**src/rtl/a2_serial_encoder_pkg.sv**
```systemverilog
// Shared state encoding and saturation constants for the bit-serial
// sign/magnitude to two's-complement encoder.
package a2_pkg;

  typedef enum logic [1:0] {
    IDLE  = 2'd0,
    SHIFT = 2'd1,
    DONE  = 2'd2
  } a2_state_e;

  localparam int A2_DW_DEFAULT = 8;

  // Largest positive word for width dw: 2^(dw-1)-1.
  function automatic logic [63:0] a2_sat_pos(input int dw);
    a2_sat_pos = (64'd1 << (dw - 1)) - 64'd1;
  endfunction

  // Most-negative word for width dw: 2^(dw-1).
  function automatic logic [63:0] a2_sat_neg(input int dw);
    a2_sat_neg = 64'd1 << (dw - 1);
  endfunction

  localparam logic [A2_DW_DEFAULT-1:0] A2_SAT_POS_DEFAULT = A2_DW_DEFAULT'(a2_sat_pos(A2_DW_DEFAULT));
  localparam logic [A2_DW_DEFAULT-1:0] A2_SAT_NEG_DEFAULT = A2_DW_DEFAULT'(a2_sat_neg(A2_DW_DEFAULT));

endpackage

```
**src/rtl/a2_serial_encoder_negate_cell.sv**
```systemverilog
// One bit of serial negation: bits up to and including the first 1 are
// copied, every later bit is inverted.
module a2_negate_cell (
  input  logic m_bit,
  input  logic neg,
  input  logic seen_in,
  output logic out_bit,
  output logic seen_out
);

  // Copy/invert decision and running first-one flag
  always_comb begin
    seen_out = seen_in | m_bit;
    if (neg && seen_in) begin
      out_bit = ~m_bit;
    end else begin
      out_bit = m_bit;
    end
  end

endmodule

```
**src/rtl/a2_serial_encoder.sv**
```systemverilog
// Bit-serial, LSB-first sign/magnitude to two's-complement encoder with a
// start/busy/done handshake and saturation on unrepresentable magnitudes.
module a2_serial_encoder
  import a2_pkg::*;
#(
  parameter int DW = A2_DW_DEFAULT
) (
  input  logic          clk,
  input  logic          rst,
  input  logic          start,
  input  logic          sign,
  input  logic [DW-1:0] magnitude,
  output logic          busy,
  output logic          done,
  output logic [DW-1:0] result,
  output logic          overflow
);

  localparam int            CW      = $clog2(DW);
  localparam logic [CW-1:0] LAST    = CW'(DW - 1);
  localparam logic [DW-1:0] SAT_POS = DW'(a2_sat_pos(DW));
  localparam logic [DW-1:0] SAT_NEG = DW'(a2_sat_neg(DW));

  a2_state_e     r_state;
  a2_state_e     w_next;
  logic [DW-1:0] r_mag;
  logic [DW-1:0] r_shift;
  logic [DW-1:0] r_result;
  logic [CW-1:0] r_cnt;
  logic          r_sign;
  logic          r_ovf;
  logic          r_ovf_out;
  logic          r_seen;
  logic          r_busy;
  logic          r_done;

  logic          w_ovf;
  logic          w_out_bit;
  logic          w_seen_next;
  logic [DW-1:0] w_shift_next;
  logic [DW-1:0] w_sat;

  a2_negate_cell u_cell (
    .m_bit    (r_mag[r_cnt]),
    .neg      (r_sign & ~r_ovf),
    .seen_in  (r_seen),
    .out_bit  (w_out_bit),
    .seen_out (w_seen_next)
  );

  // Overflow test on the live operand and the matching saturation word
  always_comb begin
    if (sign) begin
      w_ovf = magnitude[DW-1] & (|magnitude[DW-2:0]);
      w_sat = SAT_NEG;
    end else begin
      w_ovf = magnitude[DW-1];
      w_sat = SAT_POS;
    end
  end

  // Saturated operands keep their preloaded word; others shift in from the MSB
  always_comb begin
    if (r_ovf) begin
      w_shift_next = r_shift;
    end else begin
      w_shift_next = {w_out_bit, r_shift[DW-1:1]};
    end
  end

  // Next-state logic
  always_comb begin
    w_next = r_state;
    case (r_state)
      IDLE: begin
        if (start) begin
          w_next = SHIFT;
        end else begin
          w_next = IDLE;
        end
      end
      SHIFT: begin
        if (r_cnt == LAST) begin
          w_next = DONE;
        end else begin
          w_next = SHIFT;
        end
      end
      DONE:    w_next = IDLE;
      default: w_next = IDLE;
    endcase
  end

  // State register
  always_ff @(posedge clk) begin
    if (rst) begin
      r_state <= IDLE;
    end else begin
      r_state <= w_next;
    end
  end

  // Handshake outputs, operand capture, serial shift and result update
  always_ff @(posedge clk) begin
    if (rst) begin
      r_busy    <= 1'b0;
      r_done    <= 1'b0;
      r_mag     <= {DW{1'b0}};
      r_shift   <= {DW{1'b0}};
      r_result  <= {DW{1'b0}};
      r_cnt     <= {CW{1'b0}};
      r_sign    <= 1'b0;
      r_ovf     <= 1'b0;
      r_ovf_out <= 1'b0;
      r_seen    <= 1'b0;
    end else begin
      r_busy <= (w_next != IDLE);
      r_done <= (r_state == DONE);
      case (r_state)
        IDLE: begin
          if (start) begin
            r_sign  <= sign;
            r_mag   <= magnitude;
            r_ovf   <= w_ovf;
            r_cnt   <= {CW{1'b0}};
            r_seen  <= 1'b0;
            r_shift <= w_ovf ? w_sat : {DW{1'b0}};
          end
        end
        SHIFT: begin
          r_cnt   <= r_cnt + CW'(1);
          r_seen  <= w_seen_next;
          r_shift <= w_shift_next;
          // Consumers only ever see the completed word
          if (r_cnt == LAST) begin
            r_result  <= w_shift_next;
            r_ovf_out <= r_ovf;
          end
        end
        DONE: begin
          r_cnt <= {CW{1'b0}};
        end
        default: begin
          r_cnt <= {CW{1'b0}};
        end
      endcase
    end
  end

  assign busy     = r_busy;
  assign done     = r_done;
  assign result   = r_result;
  assign overflow = r_ovf_out;

endmodule

```
**config.mk**
```make
export PLATFORM = sky130hd
export DESIGN_NAME = a2_serial_encoder
export DESIGN_NICKNAME = d
export VERILOG_FILES = /design/src/rtl/a2_serial_encoder_pkg.sv /design/src/rtl/a2_serial_encoder_negate_cell.sv /design/src/rtl/a2_serial_encoder.sv
export SDC_FILE = /design/constraint.sdc
export NUM_CORES = 1
export LEC_CHECK = 0
export ABC_AREA = 1
export CAP_MARGIN = 10
export CORE_ASPECT_RATIO = 1.25
export CORE_MARGIN = 3
export CORE_UTILIZATION = 55
export CTS_BUF_LIST = sky130_fd_sc_hd__clkbuf_8
export CTS_CLUSTER_DIAMETER = 150
export DETAILED_ROUTE_END_ITERATION = 12
export PLACE_DENSITY = 0.78
export SYNTH_ARGS = -nofsm -noshare
export SYNTH_HDL_FRONTEND = slang
export SYNTH_HIERARCHICAL = 1
export SYNTH_SLANG_ARGS = --single-unit
```
**constraint.sdc**
```tcl
create_clock -name clk -period 1.88 [get_ports clk]
set_input_delay 0.47 -clock clk [delete_from_list [all_inputs] [get_ports clk]]
set_output_delay 0.47 -clock clk [all_outputs]
set_load 0.005 [all_outputs]
```
==> metrics.md, run 1 <==
| Metric | Value |
|---|---|
| Run status | complete, no violations |
| Cell count after synthesis | about 220 |
| Syn nets | roughly 230 |
| Area taken by multi-input logic gates | 746 um^2 |
| Skew final | between 0.004 and 0.005 ns |
| Slowest CP cell | dfxtp_1 |
| Worst Reg-to-Reg Cells | 12 |
| Die Footprint | 0.00355 mm^2 |
| CTS tree | yes |
| Critical-path cell list | inv_1 -> o21ai_0 -> nand2_1 -> nand2_1 -> nand2_1 -> inv_1 -> nand3_1 -> nand2_1 -> nand2_1 -> nand3_1 -> nand2_1 -> a21oi_1 |
| Final Hold Fails | 0 |
| CP required | 2.11 ns |
| Initial antenna violation count | 0 |
| Post-Synthesis Cell Area | about 0.0016 mm^2 |
| GP Congestion | 0.769 |
| Grt ovf | 0 |
| Post-cts sizing count | 0 |
| FF+latch count, synth | 35 |
| Worst-path clk slew | 0.07 ns |
| Post-Route WL | approximately 3400 um |
| Sum Neg Setup Slack | 0 ns |
| Vias per std cell | ~5.3 |
| # DRC | 0 |
| Maximum vdd drop | roughly 0.76 mV |
| Data arrival, critical path | 1.84 ns |
| Avg WL per Cell | around 12 um |
| Crit path capture type | flop |
| Post-synth top area share | 0.444 |
| FF-to-FF Start | r_cnt[0]$_SDFFE_PP0P_ |
| Max-cap violations | 0 |
| NumNets Final | around 260 |
| Global-route wire length before repair | 5800 um |
| Share of layout cells above drive strength 1 | 0.0902 |
| Most common cell in the netlist | nand2_1 |
| Setup Viol. Count Final | 0 |
| Critical-path maximum fanout | 9 |
| Initial Util | 0.583 |
| CP endpoint | r_shift[7]$_SDFFE_PP0P_ |
| Die H | between 60 and 70 um |
| Root buf cell | clkbuf_8 |
| Worst r2r dst | r_shift[7]$_SDFFE_PP0P_ |
| Core ar. | about 0.0027 mm^2 |
| F_max | 621 MHz |
| Worst-Margin Slew | between 0.4 and 0.5 ns |
| Worst-Skew Late Latency | approximately 0.3 ns |
| Hold buffer count at cts | 0 |
| H-tree depth | 2 |
| Worst path max stage delay | 0.51 ns |
| Post-route minimum period | about 1.6 ns |
| CP top delay family | simple AND/OR/NAND/NOR gates |
| Register area share after synthesis | 0.444 |
| GRT Total Usage | 0.230 |
| Rows | 21 |
| Ys async rst share | 0 |
| Overall power | between 1.5 and 2 mW |
| Final period util | 0.856 |
| Worst setup startpoint | r_cnt[0]$_SDFFE_PP0P_ |
| Startpoint Class | flop |
| Pre-Repair DR Iteration Count | 4 |
| CP Depth | 12 |
| Die width | approximately 54 um |
| Setup slack, reg-to-reg | roughly 0.27 ns |
| Largest net degree at the start of global routing | 29 |
| Area growth from synthesis to layout | 21.3% |
| ANT cells | 0 |
| Mean post-synth cell area | between 7 and 8 um^2 |
| Synth top cells by count | nand2_1 (43), dfxtp_1 (35), nor2_1 (32) |
| Worst Setup Path Type | reg2reg |
| DR iter-0 viols | 66 |
| Synth Flop Type | dfxtp_1 |
| HPWL Detailed | about 2400 um |
| DR vias | approximately 1500 |
| Slew margin rel. | 0.705 |
| Yosys warnings | 6 |
| Routed Antenna Nets | 0 |
| Netlist cell types | 22 |
| Filler cells | between 200 and 250 |
| Most frequent CP cell | nand2_1 |
| Clk buf depth | 2 |
| CTS Buf Count | 5 |
| Synth area leaders | dfxtp_1 (44%), nand2_1 (10%), o21ai_0 (7.6%), nor2_1 (7.6%), a21oi_1 (5.1%) |
| I/O pins | 23 |
| Worst hold path class | reg2reg |
| Non-filler cells, final | ~280 |
| Power per Cell Area | around 860 mW/mm^2 |
| RSZ-0062 raised after global routing | no |
| Register area | ~700 um^2 |
| Cell taking the most area after synthesis | dfxtp_1 |
| Slew Limit Fails | 0 |
| # clock sinks | 35 |
| CP Buf/Inv Count | 2 |
| Number of global-route vias before repair | 1350 |
| PortBufs | 22 |
| Leakage | roughly 0.83 nW |
| Setup bufs post-CTS | 0 |
| Placed insts | between 200 and 300 |
| Post-synth EDFFs | 0 |
==> metal layers <==
layer  share of wire  GRT usage  vias up
met3           0.069     0.0880        6
met1            0.42      0.258      663
met5               0          0        -
met4           0.023      0.115        0
met2            0.49      0.368       52
li1                -          -      751
==> worst min-delay path by stage <==
| stage | from | to | slack (ns) | cells past startpoint |
|---|---|---|---|---|
| final | overflow$_SDFFE_PP0P_ | overflow$_SDFFE_PP0P_ | 0.46 | 2 |
| after global routing | r_sign$_SDFFE_PP0P_ | r_sign$_SDFFE_PP0P_ | 0.48 | 2 |
| after detailed placement | r_sign$_SDFFE_PP0P_ | r_sign$_SDFFE_PP0P_ | 0.45 | 2 |
| after CTS | r_sign$_SDFFE_PP0P_ | r_sign$_SDFFE_PP0P_ | 0.46 | 2 |
| after global placement | r_mag[7]$_SDFFE_PP0P_ | r_mag[7]$_SDFFE_PP0P_ | 0.44 | 2 |
| after floorplan | r_mag[7]$_SDFFE_PP0P_ | r_mag[7]$_SDFFE_PP0P_ | 0.43 | 2 |
==> area by class of cell <==
cell class | count | share of cell area
inverters | 26 | 0.0510
multi-input cells | 152 | 0.390
clock buffers | 7 | 0.0503
repair buffers | 23 | 0.119
flip-flops and latches | 35 | 0.366
well taps | 34 | 0.0222
clock inverters | 1 | 0.00196
==> report_power, final <==
group	internal [mW]	switching (mW)
logic	0.0905	0.144
registers	0.785	0.0339
clock network	0.329	0.265
total	1.20	0.443
==> flip-flops by register name, indices dropped and copies added, names as in the netlist <==
signal and flops:
busy 1, r_mag 8, done 1, r_sign 1, r_ovf 1, r_seen 1
r_state 2, overflow 1, result 8, r_cnt 3, r_shift 8
==> layout by cell type, fill, tap and decap left out <==
master,count
o211ai_1,1
inv_1,22
clkdlybuf4s50_1,22
nor3_1,1
o21ai_0,24
o21ai_1,9
nand2_2,2
nand3_1,13
a21oi_1,16
o21a_1,1
nand3_4,1
clkbuf_8,7
nor2_1,32
o21ai_4,1
buf_4,1
ha_1,2
nand2_1,43
nand2_4,3
inv_2,5
nor2_4,2
dfxtp_1,35
or2_1,1
==> metrics by stage <==
stage / hold slack (ns) / util / setup slack [ns] / cell area, um^2
after floorplan: 0.429 / - / 0.455 / 1580
after global placement: 0.442 / 0.670 / 0.247 / 1810
after detailed placement: 0.451 / 0.670 / 0.193 / 1810
after CTS: 0.460 / 0.707 / 0.272 / 1910
after global routing: 0.480 / 0.707 / 0.0837 / 1910
final: 0.462 / 0.707 / 0.270 / 1910
==> cells by family (layout without fill, tap and decap cells) <==
family	after synthesis	after routing	share of synthesized area
flops	35	35	0.444
fa+ha+maj	2	2	0.0159
buf+inv	32	57	0.0833
simple gates	98	98	0.282
compound gates	52	52	0.175
==> worst min-delay path, cell delays in order, from the launching register on <==
cell and delay [ns]:
dfxtp_1 0.31, nand2_1 0.06, a21oi_1 0.05
Power figures use the tool's default switching activity.
==> inputs of run 2 (changes only) <==
--- a/config.mk
+++ b/config.mk
@@ -7,7 +7,6 @@
 export LEC_CHECK = 0
 export ABC_AREA = 1
 export CAP_MARGIN = 10
-export CORE_ASPECT_RATIO = 1.25
 export CORE_MARGIN = 3
 export CORE_UTILIZATION = 55
 export CTS_BUF_LIST = sky130_fd_sc_hd__clkbuf_8
==> run 2 against run 1 <==
Hold slack worse by 0.0030 ns. Worst setup slack better by 0.013 ns. Critical path depth shrank 11. First-iteration DRC count is the same. Clock power is 15% lower. Final cell count down 1.4%. Count of clock-buffer cells in the layout down 2. Maximum frequency up 0.81%. Sequential share of layout area grew 0.46 points. Critical path type is now reg2out.
==> metrics.md, run 2 (synthesized netlist as in run 1, its figures left out) <==
| Metric | Value |
|---|---|
| Logic pwr share | 0.149 |
| Slew margin rel. | 0.700 |
| Worst Reg-to-Reg Cells | 14 |
| Commonest non-fill, non-tap cells in the layout | nand2_1 (43), dfxtp_1 (35), nor2_1 (32) |
| H-tree depth | 2 |
| CP top delay family | buffers and inverters |
| # clock sinks | 35 |
| Worst hold path cell count | 2 |
| Critical-path cell list | clkdlybuf4s50_1 |
| Die H | between 50 and 60 um |
| Startpoint Class | flop |
| CTS tree | yes |
| Area growth from synthesis to layout | 19.8% |
| Worst-Margin Slew | around 0.45 ns |
| GP Congestion | 0.893 |
| Final period util | 0.849 |
| Die width | 59.6 um |
| Data arrival, critical path | ~1.1 ns |
| Skew final | around 0.0055 ns |
| I/O pins | 23 |
| Post-cts sizing count | 0 |
| Largest net degree at the start of global routing | 29 |
| Setup bufs post-CTS | 0 |
| Core ar. | about 0.0026 mm^2 |
| Routed Antenna Nets | 0 |
| Max-cap violations | 0 |
| Grt ovf | 0 |
| Post-route minimum period | about 1.6 ns |
| CP Depth | 1 |
| Clk buf depth | 2 |
| PortBufs | 22 |
| Slew Limit Fails | 0 |
| # DRC | 0 |
| Flop pwr share | 0.525 |
| Share of layout cells above drive strength 1 | 0.0861 |
| Die Footprint | around 0.0035 mm^2 |
| Critical-path maximum fanout | 2 |
| Power per Cell Area | between 800 and 900 mW/mm^2 |
| Global-route wire length before repair | between 5000 and 6000 um |
| Final Hold Fails | 0 |
| Worst-path clk slew | 0.07 ns |
| GRT Total Usage | 0.219 |
| Crit path capture type | output port |
| Clk pwr share | 0.325 |
| CP Buf/Inv Count | 1 |
| Worst Setup Path Type | reg2out |
| Pre-Repair DR Iteration Count | 4 |
| Leakage | 0.820 nW |
| Hold buffer count at cts | 0 |
| NumNets Final | 257 |
| Run status | complete, no violations |
| Rows | 18 |
| Initial Util | 0.609 |
| Maximum vdd drop | 0.878 mV |
| Worst-Skew Late Latency | between 0.2 and 0.3 ns |
| Power Internal | around 1.1 mW |
| Initial antenna violation count | 0 |
| Worst path max stage delay | 0.50 ns |
| HPWL Detailed | roughly 2400 um |
| Switch Pwr | ~0.43 mW |
| Worst hold path class | reg2reg |
| CP required | ~1.4 ns |
| CTS Buf Count | 5 |
| DR iter-0 viols | 66 |
| Switching Share | 0.279 |
| Number of global-route vias before repair | roughly 1300 |
| Sum Neg Setup Slack | 0 ns |
| F_max | about 630 MHz |
| DR vias | 1412 |
| Pre-CTS WS | roughly 0.21 ns |
| Avg WL per Cell | roughly 12 um |
| Setup Viol. Count Final | 0 |
| Root buf cell | clkbuf_8 |
| Post-Route WL | 3360 um |
| Commonest non-fill, non-tap cell in the layout | nand2_1 |
| Vias per std cell | 5.15 |
| ANT cells | 0 |
| Overall power | between 1.5 and 2 mW |
| RSZ-0062 raised after global routing | no |
| Fin worst setup slack | between 0.2 and 0.3 ns |
| Slowest CP cell | clkdlybuf4s50_1 |
[run 2: changes by cell type in the layout (fill, tap and decap cells not counted)]
cell      before  now
inv_1         22   23
clkinv_2       0    1
clkbuf_8       7    5
[run 2: through the flow]
stage | hold WS (ns) | area [um^2] | utilization | std cells
global route | 0.492 | 1890 | 0.730 | 274
detailed placement | 0.455 | 1810 | 0.699 | 266
global placement | 0.442 | 1810 | 0.699 | 266
CTS | 0.464 | 1890 | 0.730 | 274
floorplan | 0.429 | 1580 | - | 219
finish | 0.459 | 1890 | 0.730 | 274
[run 2: layout make-up]
class / count / area (um^2)
multi-input combinational: 152 / 746
tap: 30 / 37.5
inverter: 26 / 97.6
clock inverter: 3 / 12.5
timing repair buffer: 23 / 228
fill: 204 / 699
sequential: 35 / 701
clock buffer: 5 / 68.8
[run 2: power by group through the flow]
stage | Sequential [mW] | Combinational [mW] | Clock, mW
final | 0.819 | 0.233 | 0.507
after global routing | 0.825 | 0.263 | 0.565
after CTS | 0.817 | 0.232 | 0.520
after detailed placement | 0.834 | 0.231 | 0
after global placement | 0.832 | 0.221 | 0
after floorplan | 0.820 | 0.175 | 0
[run 2: per-layer routing]
metal / track usage / vias up / share of wire
li1: - / 752 / -
met1: 0.300 / 625 / 0.49
met2: 0.321 / 31 / 0.44
met3: 0.0741 / 4 / 0.054
met4: 0.0759 / 0 / 0.014
met5: 0 / - / 0
[run 2: path summary, 6_finish.rpt]
path / start / end / slack, ns
hold / removal: r_sign$_SDFFE_PP0P_ / r_sign$_SDFFE_PP0P_ / 0.46
setup / recovery: result[6]$_SDFFE_PP0P_ / result[6] / 0.28
hold reg to reg: r_sign$_SDFFE_PP0P_ / r_sign$_SDFFE_PP0P_ / 0.46
setup reg to reg: r_cnt[0]$_SDFFE_PP0P_ / r_shift[7]$_SDFFE_PP0P_ / 0.32
[run 2: worst register-to-register path, delay by kind of cell, from the launching register on]
kind,cells,cell delay (ns)
AO/OA/AOI/OAI,1,0.12
buffers and inverters,2,0.16
AND/OR/NAND/NOR,11,0.68
flip-flops,1,0.51
